===== config.mk =====
export PLATFORM = sky130hd
export DESIGN_NAME = stopwatch_counter
export DESIGN_NICKNAME = d
export VERILOG_FILES = /design/src/rtl/stopwatch_pkg.sv /design/src/rtl/bcd_field_counter.sv /design/src/rtl/stopwatch_counter.sv
export SDC_FILE = /design/constraint.sdc
export NUM_CORES = 1
export LEC_CHECK = 0
export ABC_CLOCK_PERIOD_IN_PS = 3900
export BUFFER_PORTS_ARGS = -buffer_cell sky130_fd_sc_hd__buf_2
export CAP_MARGIN = 30
export CORE_MARGIN = 8
export CORE_UTILIZATION = 50
export DETAILED_ROUTE_END_ITERATION = 8
export GPL_TIMING_DRIVEN = 0
export PLACE_DENSITY = 0.76
export SYNTH_ARGS = -nofsm -noshare
export SYNTH_HDL_FRONTEND = slang
export SYNTH_HIERARCHICAL = 1
export SYNTH_SLANG_ARGS = --single-unit

===== constraint.sdc =====
create_clock -name clk_master -period 3.9 [get_ports clk_master]
set_input_delay 0.195 -clock clk_master [delete_from_list [all_inputs] [get_ports clk_master]]
set_output_delay 0.195 -clock clk_master [all_outputs]
set_load 0.02 [all_outputs]

===== src/rtl/stopwatch_pkg.sv =====
// Shared types and constants for the MM:SS BCD stopwatch.
//   bcd_t       : one BCD digit
//   sw_state_t  : RUN / PAUSED run-control state
//   BCD_NINE    : largest legal digit value
//   bcd_tens / bcd_ones : split a decimal maximum into its two BCD digits
package stopwatch_pkg;

  localparam int unsigned DIGIT_W = 4;

  typedef logic [DIGIT_W-1:0] bcd_t;

  typedef enum logic {
    RUN    = 1'b0,
    PAUSED = 1'b1
  } sw_state_t;

  localparam bcd_t BCD_NINE = 4'd9;

  // Tens digit of a two-digit decimal value.
  function automatic bcd_t bcd_tens(input int unsigned v);
    return DIGIT_W'(v / 10);
  endfunction

  // Ones digit of a two-digit decimal value.
  function automatic bcd_t bcd_ones(input int unsigned v);
    return DIGIT_W'(v % 10);
  endfunction

endpackage


===== src/rtl/bcd_field_counter.sv =====
// Two-digit BCD field counter (one MM or SS field) wrapping at MAX.
// Parameters:
//   MAX        largest field value (decimal, <= 99)
// Ports:
//   clk_i      clock
//   rst_i      synchronous active-high reset, clears the field
//   inc_i      advance the field by one
//   clr_i      clear the field to 00
//   tens_o     registered tens digit
//   ones_o     registered ones digit
//   wrap_c     inc_i applied while at MAX (field goes to 00 this cycle)
//   is_max_c   field currently equals MAX
module bcd_field_counter
  import stopwatch_pkg::*;
#(
  parameter int unsigned MAX = 59
) (
  input  logic       clk_i,
  input  logic       rst_i,
  input  logic       inc_i,
  input  logic       clr_i,
  output logic [3:0] tens_o,
  output logic [3:0] ones_o,
  output logic       wrap_c,
  output logic       is_max_c
);

  localparam bcd_t MAX_TENS = bcd_tens(MAX);
  localparam bcd_t MAX_ONES = bcd_ones(MAX);

  bcd_t tens_q, tens_d;
  bcd_t ones_q, ones_d;

  assign is_max_c = (tens_q == MAX_TENS) && (ones_q == MAX_ONES);
  assign wrap_c   = inc_i && is_max_c;

  // Next-state BCD increment; ones roll 9->0 and carry into tens.
  always_comb begin
    tens_d = tens_q;
    ones_d = ones_q;
    if (clr_i) begin
      tens_d = '0;
      ones_d = '0;
    end else if (inc_i) begin
      if (is_max_c) begin
        tens_d = '0;
        ones_d = '0;
      end else if (ones_q == BCD_NINE) begin
        tens_d = tens_q + DIGIT_W'(1);
        ones_d = '0;
      end else begin
        ones_d = ones_q + DIGIT_W'(1);
      end
    end
  end

  // Digit registers.
  always_ff @(posedge clk_i) begin
    if (rst_i) begin
      tens_q <= '0;
      ones_q <= '0;
    end else begin
      tens_q <= tens_d;
      ones_q <= ones_d;
    end
  end

  assign tens_o = tens_q;
  assign ones_o = ones_q;

endmodule


===== src/rtl/stopwatch_counter.sv =====
// MM:SS BCD stopwatch driven by single-cycle tick enables from the clock divider.
// Run mode counts seconds on tick_1hz; adjust mode (adj=1) bumps the field chosen
// by sel on tick_2hz without carry. pause_pulse toggles RUN/PAUSED in any mode.
// Build option: STOPWATCH_ROLLOVER_EN -- when defined the count rolls from
// MIN_MAX:SEC_MAX to 00:00; otherwise it saturates there (adjust still works).
// Ports:
//   clk_master   clock
//   rst          synchronous active-high reset
//   tick_1hz     1 Hz count enable
//   tick_2hz     2 Hz adjust enable
//   pause_pulse  toggles run/pause
//   adj          1 = adjust mode
//   sel          adjust target: 0 = minutes, 1 = seconds
//   min_tens/min_ones/sec_tens/sec_ones  registered BCD digits
//   running      1 in RUN state
//   at_max       count equals MIN_MAX:SEC_MAX (decoded from registered digits)
module stopwatch_counter
  import stopwatch_pkg::*;
#(
  parameter int unsigned MIN_MAX = 59,
  parameter int unsigned SEC_MAX = 59
) (
  input  logic       clk_master,
  input  logic       rst,
  input  logic       tick_1hz,
  input  logic       tick_2hz,
  input  logic       pause_pulse,
  input  logic       adj,
  input  logic       sel,
  output logic [3:0] min_tens,
  output logic [3:0] min_ones,
  output logic [3:0] sec_tens,
  output logic [3:0] sec_ones,
  output logic       running,
  output logic       at_max
);

  sw_state_t state_q, state_d;

  logic count_c;
  logic sec_inc_c;
  logic min_inc_c;
  logic sec_wrap_c;
  logic min_wrap_c;
  logic sec_max_c;
  logic min_max_c;
  logic count_ok_c;

  assign at_max = sec_max_c && min_max_c;

`ifdef STOPWATCH_ROLLOVER_EN
  assign count_ok_c = 1'b1;
`else
  assign count_ok_c = !at_max;
`endif

  // Run-state register.
  always_ff @(posedge clk_master) begin
    if (rst) begin
      state_q <= RUN;
    end else begin
      state_q <= state_d;
    end
  end

  // Next state and field increment muxing. The tick uses the current state,
  // so a pause_pulse coinciding with a count tick still lets the tick land.
  always_comb begin
    state_d   = state_q;
    count_c   = 1'b0;
    sec_inc_c = 1'b0;
    min_inc_c = 1'b0;

    if (pause_pulse) begin
      state_d = (state_q == RUN) ? PAUSED : RUN;
    end

    if (adj) begin
      if (tick_2hz) begin
        sec_inc_c = sel;
        min_inc_c = !sel;
      end
    end else if ((state_q == RUN) && tick_1hz && count_ok_c) begin
      count_c   = 1'b1;
      sec_inc_c = 1'b1;
      // Only counting carries seconds into minutes; adjust never does.
      min_inc_c = sec_max_c;
    end
  end

  bcd_field_counter #(
    .MAX (SEC_MAX)
  ) u_sec (
    .clk_i    (clk_master),
    .rst_i    (rst),
    .inc_i    (sec_inc_c),
    .clr_i    (1'b0),
    .tens_o   (sec_tens),
    .ones_o   (sec_ones),
    .wrap_c   (sec_wrap_c),
    .is_max_c (sec_max_c)
  );

  bcd_field_counter #(
    .MAX (MIN_MAX)
  ) u_min (
    .clk_i    (clk_master),
    .rst_i    (rst),
    .inc_i    (min_inc_c),
    .clr_i    (1'b0),
    .tens_o   (min_tens),
    .ones_o   (min_ones),
    .wrap_c   (min_wrap_c),
    .is_max_c (min_max_c)
  );

  assign running = (state_q == RUN);

  // Wrap strobes are informational at this level.
  logic unused_c;
  assign unused_c = sec_wrap_c ^ min_wrap_c ^ count_c;

endmodule


Yosys cells after proc, flatten, opt, wreduce, memory -nomap -nowiden
Index checks and enable logic that the tools add are counted.

operators by class
  add/sub/neg operators = 4
  eq/ne operators = 4
  mux-type cells = 15
  bitwise logic cells = 1
  reduce and logical (&&, ||, !) cells = 11

operators with widths
  cell                                                              number
  4-bit 2-to-1 mux                                                  8
  4-bit by 1-bit adder with 4-bit output (second input constant)    4
  4-bit by 3-bit == test with 1-bit output (second input constant)  2
  4-bit == test (second input constant)                             2
  1-bit 2-to-1 mux                                                  7
  1-bit logical AND                                                 5
  2-bit AND reduction                                               2
  2-bit nonzero test                                                2
  1-bit zero test                                                   2
  1-bit NOT                                                         1

storage, ports and cells
  register bits after elaboration = 17
  bits of input ports = 7
  word-level logic and storage cells = 40

Longest topological paths before layout
Gate-level depths: netlist of run 1.

  depth after elaboration = 8
  mapped depth = 10
  depth with buffers taken out = 9

Cells and area by module
Netlist of run 1, hierarchy kept.

by module, submodules not included
  module             times used  cells an instance  area an instance (um^2)  sequential area each (um^2)
  bcd_field_counter  2           46                 424.2                    160.2
  stopwatch_counter  1           12                 107.6                    20.0

Worst setup path before layout of run 1
No wires, ideal clock.

  path kind = reg2reg
  start point = register u_sec.tens_q[0] (netlist: u_sec/tens_o[0])
  end point = register u_min.tens_q[3] (netlist: u_min/tens_o[3])
  library setup time = 70 ps
  data arrival time = 2391 ps
  data required time = 3830 ps
  setup slack = 1440 ps
  stages on the path, launching flop included = 10
  buffers on the path = 1
  period minus slack after synthesis = 2460 ps
  cells stage by stage = dfxtp_1 -> ha_1 -> nand3b_1 -> nor3_1 -> inv_1 -> o41ai_2 -> buf_4 -> nand4b_4 -> or4b_1 -> a21oi_1

between the ends
  longest elaborated chain between the ends = 8

RTL lines
  item                                        line                     RTL
  start: declaration                          bcd_field_counter.sv:31  bcd_t tens_q, tens_d;
  start signal: assignment                    bcd_field_counter.sv:63  tens_q <= tens_d;
  4-bit by 3-bit == test with 1-bit output *  bcd_field_counter.sv:34  assign is_max_c = (tens_q == MAX_TENS) && (ones_q == MAX_ONES);
  1-bit logical AND *                         bcd_field_counter.sv:34
  via sec_max_c                               stopwatch_counter.sv:45  logic sec_max_c;
  1-bit logical AND                           stopwatch_counter.sv:49  assign at_max = sec_max_c && min_max_c;
  1-bit zero test                             stopwatch_counter.sv:54  assign count_ok_c = !at_max;
  1-bit logical AND                           stopwatch_counter.sv:83  end else if ((state_q == RUN) && tick_1hz && count_ok_c) begin
  1-bit 2-to-1 mux *                          stopwatch_counter.sv:83
  1-bit 2-to-1 mux *                          stopwatch_counter.sv:78  if (adj) begin
  via min_inc_c                               stopwatch_counter.sv:42  logic min_inc_c;
  2-bit AND reduction (no source line) *      n/a
  end signal: assignment                      bcd_field_counter.sv:63
  end: declaration                            bcd_field_counter.sv:31

Mark *: on every way through the listed nets, which the timed path passes. The rest lies on a longest branch.
A chain may end at the register's enable or synchronous reset.

Worst setup path in the final report of run 1
Ends and elaborated chain as after synthesis.

==> metrics.md, run 1 <==
| Metric | Value |
|---|---|
| Worst Setup SP | u_sec/tens_o[0] |
| First-pass GRT wire length | 3360 µm |
| Slowest CP cell | or4b_1 |
| Setup TNS | 0 ps |
| Worst Setup End Kind | register |
| Total CTS buffers | 3 |
| DR iter-0 viols | 14 |
| Hold WC Path Type | in -> reg |
| Crit Path Class | reg -> reg |
| Layout area overhead | 19.9% |
| CP required | 4120 ps |
| CTS Sinks | 17 |
| RSZ-0062 raised after global routing | false |
| Antenna Nets Post-Route | 0 |
| Final Hold Viols | 0 |
| Die Wd | 59.6 µm |
| Vias | 774 |
| CTS root buf | clkbuf_4 |
| Cell count after synthesis | 102 |
| Nets | 149 |
| Drt first pass iters | 4 |
| Routed vias/inst | 4.90 |
| H-Tree Depth | 1 |
| Overflow after GRT | 0 |
| Maximum clock frequency | 395 MHz |
| Initial antenna violation count | 0 |
| CTS tree | yes |
| R2r setup slk | 1370 ps |
| P per Cell Area | 267 nW/µm² |
| Routed wire length | 2000 µm |
| CP peak stage delay | 530 ps |
| Clock latency on the worst-skew pair | 280 ps |
| CP Max Fanout | 8 |
| Family with the most delay on the worst path | simple AND/OR/NAND/NOR gates |
| GRT Resource Usage Total | 0.122 |
| Period utilization | 0.650 |
| Pre-CTS setup slack | 1390 ps |
| R2R Path Start | u_sec/tens_o[0] |
| Residual DRC | 0 |
| ANT cells | 0 |
| VDD IR max | 163 µV |
| Layout cells sized above 1 | 0.278 |
| Minimum clock period | 2530 ps |
| Mean routed wirelength per cell | 12.6 µm |
| Layout Skew | 2.53 ps |
| Maxcap violations | 0 |
| Hold_sp | rst |
| Synthesized area per cell | 9.30 µm² |
| Number of core rows | 15 |
| Hold_buf cts | 0 |
| Leak pwr | 0.530 nW |
| Top-Level Pins | 25 |
| Yosys synthesis warning count | 6 |
| WP buf/inv | 2 |
| Clock transition at path regs | 90 ps |
| Syn Std Cell Area | 948 µm² |
| Dpl hpwl | 1540 µm |
| Max-slew violation count | 0 |
| Full die area | 3550 µm² |
| Status | finished clean |
| Largest net degree at the start of global routing | 10 |
| Die height | 59.6 µm |
| Cts repair resizes | 0 |
| Core ar. | 1760 µm² |
| CP startpoint kind | register |
| Setup ws final | 1370 ps |
| Critical Path AT | 2760 ps |
| Setup violators final | 0 |
| Port Buf Inserts | 24 |
| Vias in the first global route | 775 |
| Clock Tree Buf Depth | 2 |
| Post-CTS repair timing setup buffer count | 0 |
| Starting Density | 0.538 |
| Worst-path cell chain | ha_1 > nand3b_1 > nor3_1 > inv_1 > o41ai_2 > buf_4 > nand4b_4 > or4b_1 > a21oi_1 |
| GPL Wtd Cong | 0.687 |
| Min Hold Slack | 132 ps |
through the flow:
step / total power [mW] / instance area, µm² / utilization / instances
finish: 0.303 / 1140 / 0.645 / 158
global route: 0.319 / 1140 / 0.645 / 158
CTS: 0.307 / 1140 / 0.645 / 158
detailed placement: 0.215 / 1110 / 0.630 / 154
global placement: 0.215 / 1110 / 0.630 / 154
floorplan: 0.205 / 960 / - / 105
routing by layer:
layer  vias up  global-route usage  share of wire
met5         -                   0              0
met4         0              0.0612          0.016
met3         4              0.0325          0.044
met2        15               0.206           0.46
met1       340               0.136           0.48
li1        415                   -              -
flip-flops by register name (all words and copies together), names as in the netlist:
signal and flops:
state_q 1, u_min/ones_o 4, u_sec/ones_o 4, u_sec/tens_o 4, u_min/tens_o 4
power breakdown:
group	total [mW]	leakage (nW)	switching, mW	internal (mW)
Clock	0.0919	0.0150	0.0521	0.0397
Sequential	0.179	0.137	0.00313	0.176
Combinational	0.0321	0.377	0.0182	0.0140
Total	0.303	0.530	0.0734	0.230
layout by cell type (no fill, tap or decap), drive strengths merged:
master / count
buf: 26
dfxtp: 17
nor2: 11
nand2: 8
ha: 8
nand3: 7
inv: 6
nand3b: 5
o31ai: 5
conb: 4
xor2: 4
clkbuf: 4
xnor2: 3
nand2b: 3
nor3: 2
nand4b: 2
nand4: 2
or3b: 2
or2: 2
a31oi: 2
a211oi: 2
o21ai: 2
or4b: 2
a21oi: 2
and2: 1
o41ai: 1
worst paths after layout:
kind	endpoint	cells past startpoint
setup / recovery	u_min/tens_o[3]	9
hold / removal	state_q	2
setup reg to reg	u_min/tens_o[3]	9
hold reg to reg	u_sec/tens_o[3]	2
cell type report:
cell class	count	area (µm²)
Sequential cell	17	340
Timing Repair Buffer	24	120
Buffer	2	15.0
Tap cell	25	31.3
Inverter	6	22.5
Fill cell	177	627
Clock buffer	4	26.3
Multi-Input combinational cell	80	582
No activity file was read; power rests on OpenSTA's default activity.
==> run 2: changes to the inputs <==
--- a/config.mk
+++ b/config.mk
@@ -5,14 +5,14 @@
 export SDC_FILE = /design/constraint.sdc
 export NUM_CORES = 1
 export LEC_CHECK = 0
-export ABC_CLOCK_PERIOD_IN_PS = 3900
+export ABC_CLOCK_PERIOD_IN_PS = 2210
 export BUFFER_PORTS_ARGS = -buffer_cell sky130_fd_sc_hd__buf_2
 export CAP_MARGIN = 30
 export CORE_MARGIN = 8
-export CORE_UTILIZATION = 50
+export CORE_UTILIZATION = 46
 export DETAILED_ROUTE_END_ITERATION = 8
 export GPL_TIMING_DRIVEN = 0
-export PLACE_DENSITY = 0.76
+export PLACE_DENSITY = 0.74
 export SYNTH_ARGS = -nofsm -noshare
 export SYNTH_HDL_FRONTEND = slang
 export SYNTH_HIERARCHICAL = 1
==> constraint.sdc (replaced) <==
create_clock -name clk_master -period 2.21 [get_ports clk_master]
set_input_delay 0.1105 -clock clk_master [delete_from_list [all_inputs] [get_ports clk_master]]
set_output_delay 0.1105 -clock clk_master [all_outputs]
set_load 0.02 [all_outputs]
==> metrics.md, run 2 (synthesis results as in run 1) <==
| Metric | Value |
|---|---|
| Number of core rows | 16 (+1) |
| Nets | 168 (+13%) |
| CP startpoint kind | register |
| Power share of the sequential group | 0.563 (-0.028) |
| Die Wd | 61.4 µm (+3.1%) |
| Family with the most delay on the worst path | simple AND/OR/NAND/NOR gates |
| Status | finished clean |
| Routed vias/inst | 5.04 (+3.0%) |
| Crit Path Class | reg -> reg |
| Met3 GRT Util | 0.0271 (-0.00540) |
| Starting Density | 0.483 (-0.0542) |
| Commonest non-fill, non-tap cell in the layout | buf_2 |
| Layout area overhead | 43.0% |
| Port Buf Inserts | 24 (unchanged) |
| GPL Wtd Cong | 0.777 (+13%) |
| GRT Resource Usage Total | 0.134 (+0.0117) |
| Placed cell count | 156 (+1.3%) |
| Residual DRC | 0 (unchanged) |
| Crit path to | u_min/tens_o[3] |
| First-pass GRT wire length | 3820 µm (+14%) |
| Clock power frac | 0.310 (+0.007) |
| Setup TNS | 0 ps (unchanged) |
| Hold WC Path Type | in -> reg |
| Internal power | 0.406 mW (+77%) |
| M2 GR Usage | 0.243 (+0.0368) |
| P per Cell Area | 408 nW/µm² (+53%) |
| Met1 Usage GRT | 0.146 (+0.0103) |
| Total Power | 0.554 mW (+83%) |
| CP required | 2440 ps (-1680 ps) |
| Clock transition at path regs | 110 ps (+20 ps) |
| Vias | 903 (+17%) |
| VDD IR max | 254 µV (+56%) |
| Critical Path AT | 2370 ps (-390 ps) |
| Share of total power in combinational logic | 0.127 (+0.021) |
| Final core utilization | 0.691 (+0.0466) |
| Vias in the first global route | 888 (+15%) |
| Hold_buf cts | 0 (unchanged) |
| Maxcap violations | 0 (unchanged) |
| Clock latency on the worst-skew pair | 290 ps (about the same) |
| CTS tree | yes |
| Slowest CP cell | or4b_1 |
| Min Hold Slack | 54.3 ps (-77.5 ps) |
| Mean routed wirelength per cell | 13.7 µm (+8.4%) |
| Total CTS buffers | 3 (unchanged) |
| Reg2Reg Depth | 9 (unchanged) |
| Top-Level Pins | 25 (unchanged) |
| Drt first pass iters | 4 (unchanged) |
| Worst Setup End Kind | register |
| Switching share of total power | 0.267 (+0.0247) |
| CP Max Fanout | 4 (-4) |
| Most frequent cells in the layout | buf_2 (24), buf_4 (20), nor2_1 (11) |
| Worst-path cell chain | inv_1 > ha_1 > nand3b_1 > nor3_2 > o41ai_2 > buf_4 > nand4b_4 > or4b_1 > a21oi_1 |
| Layout Skew | 8.20 ps (+5.67 ps) |
| CTS Sinks | 17 (unchanged) |
| Routed wire length | 2450 µm (+23%) |
| H-Tree Depth | 1 (unchanged) |
| WP buf/inv | 2 (unchanged) |
| ANT cells | 0 (unchanged) |
| Core ar. | 1960 µm² (+11%) |
| Die height | 61.4 µm (+3.1%) |
| Minimum clock period | 2140 ps (-398 ps) |
| Largest net degree at the start of global routing | 11 (+1) |
| RSZ-0062 raised after global routing | true |
| Leak pwr | 0.632 nW (+19%) |
| Overflow after GRT | 0 (unchanged) |
| Max-slew violation count | 0 (unchanged) |
| Worst Setup SP | u_min/tens_o[1] |
| Clock Tree Buf Depth | 2 (unchanged) |
| P_sw | 0.148 mW (+100%) |
| Setup violators final | 0 (unchanged) |
| Dpl hpwl | 1580 µm (+2.3%) |
| Initial antenna violation count | 0 (unchanged) |
| Final Hold Viols | 0 (unchanged) |
| Antenna Nets Post-Route | 0 (unchanged) |
| Most utilized layer in the global route result | met2 |
| Crit Reg-Reg Endpoint | u_min/tens_o[3] |
| CP peak stage delay | 480 ps (-50 ps) |
| Crit path depth | 9 (unchanged) |
| R2r setup slk | 70 ps (-1290 ps) |
| Period utilization | 0.967 (+0.317) |
| Layout cells sized above 1 | 0.487 (+0.209) |
| DR iter-0 viols | 27 (+13) |
| R2R Path Start | u_min/tens_o[1] |
| Maximum clock frequency | 468 MHz (+19%) |
| Non-Filler Instances | 179 (+13%) |
| CTS root buf | clkbuf_4 |
| Full die area | 3770 µm² (+6.3%) |
==> run 2: cell types whose count changed in the layout (fill, tap and decap cells not counted), sizes merged <==
cell	previous run	this run
buf	26	45
clkbuf	4	3
clkinv	0	1
==> run 2: final cells by class <==
cell class                      count  area, µm²
Sequential cell                    17        363
Fill cell                         161        606
Buffer                              2       18.8
Clock inverter                      1       5.00
Inverter                            6       22.5
Clock buffer                        3       22.5
Tap cell                           27       33.8
Timing Repair Buffer               43        263
Multi-Input combinational cell     80        628
==> run 2: timing repair <==
item	CTS	global route
resized for setup	1	10
buffers inserted	18	4
gates cloned	0	0
setup endpoints to repair	4	8
pin swaps	1	9
==> run 2: power by group through the flow <==
stage | Clock, mW | Combinational (mW) | Sequential [mW]
detailed placement | 0 | 0.0587 | 0.318
finish | 0.172 | 0.0703 | 0.312
global route | 0.187 | 0.0764 | 0.313
floorplan | 0 | 0.0365 | 0.321
global placement | 0 | 0.0563 | 0.318
CTS | 0.173 | 0.0623 | 0.311
==> run 2: per-stage QoR <==
stage | area, µm² | worst slack [ps]
after floorplan | 988 | 10.2
after global placement | 1140 | -72.5
after detailed placement | 1140 | -105
after CTS | 1310 | 1.15
after global routing | 1360 | -40.7
final | 1360 | 73.5
==> run 2: metal layers <==
| layer | part of all wire | routed length, µm |
|---|---|---|
| met1 | 0.42 | 1040 |
| met2 | 0.52 | 1270 |
| met3 | 0.038 | 93 |
| met4 | 0.018 | 44 |
| met5 | 0 | 0 |
==> run 2: worst min-delay path by stage <==
stage | cells after the start | from | slack (ps) | to
after floorplan | 1 | rst | 180 | state_q
after detailed placement | 3 | pause_pulse | 360 | state_q
after global routing | 2 | rst | 60 | state_q
final | 2 | rst | 50 | state_q
after global placement | 3 | pause_pulse | 360 | state_q
after CTS | 2 | rst | 60 | state_q
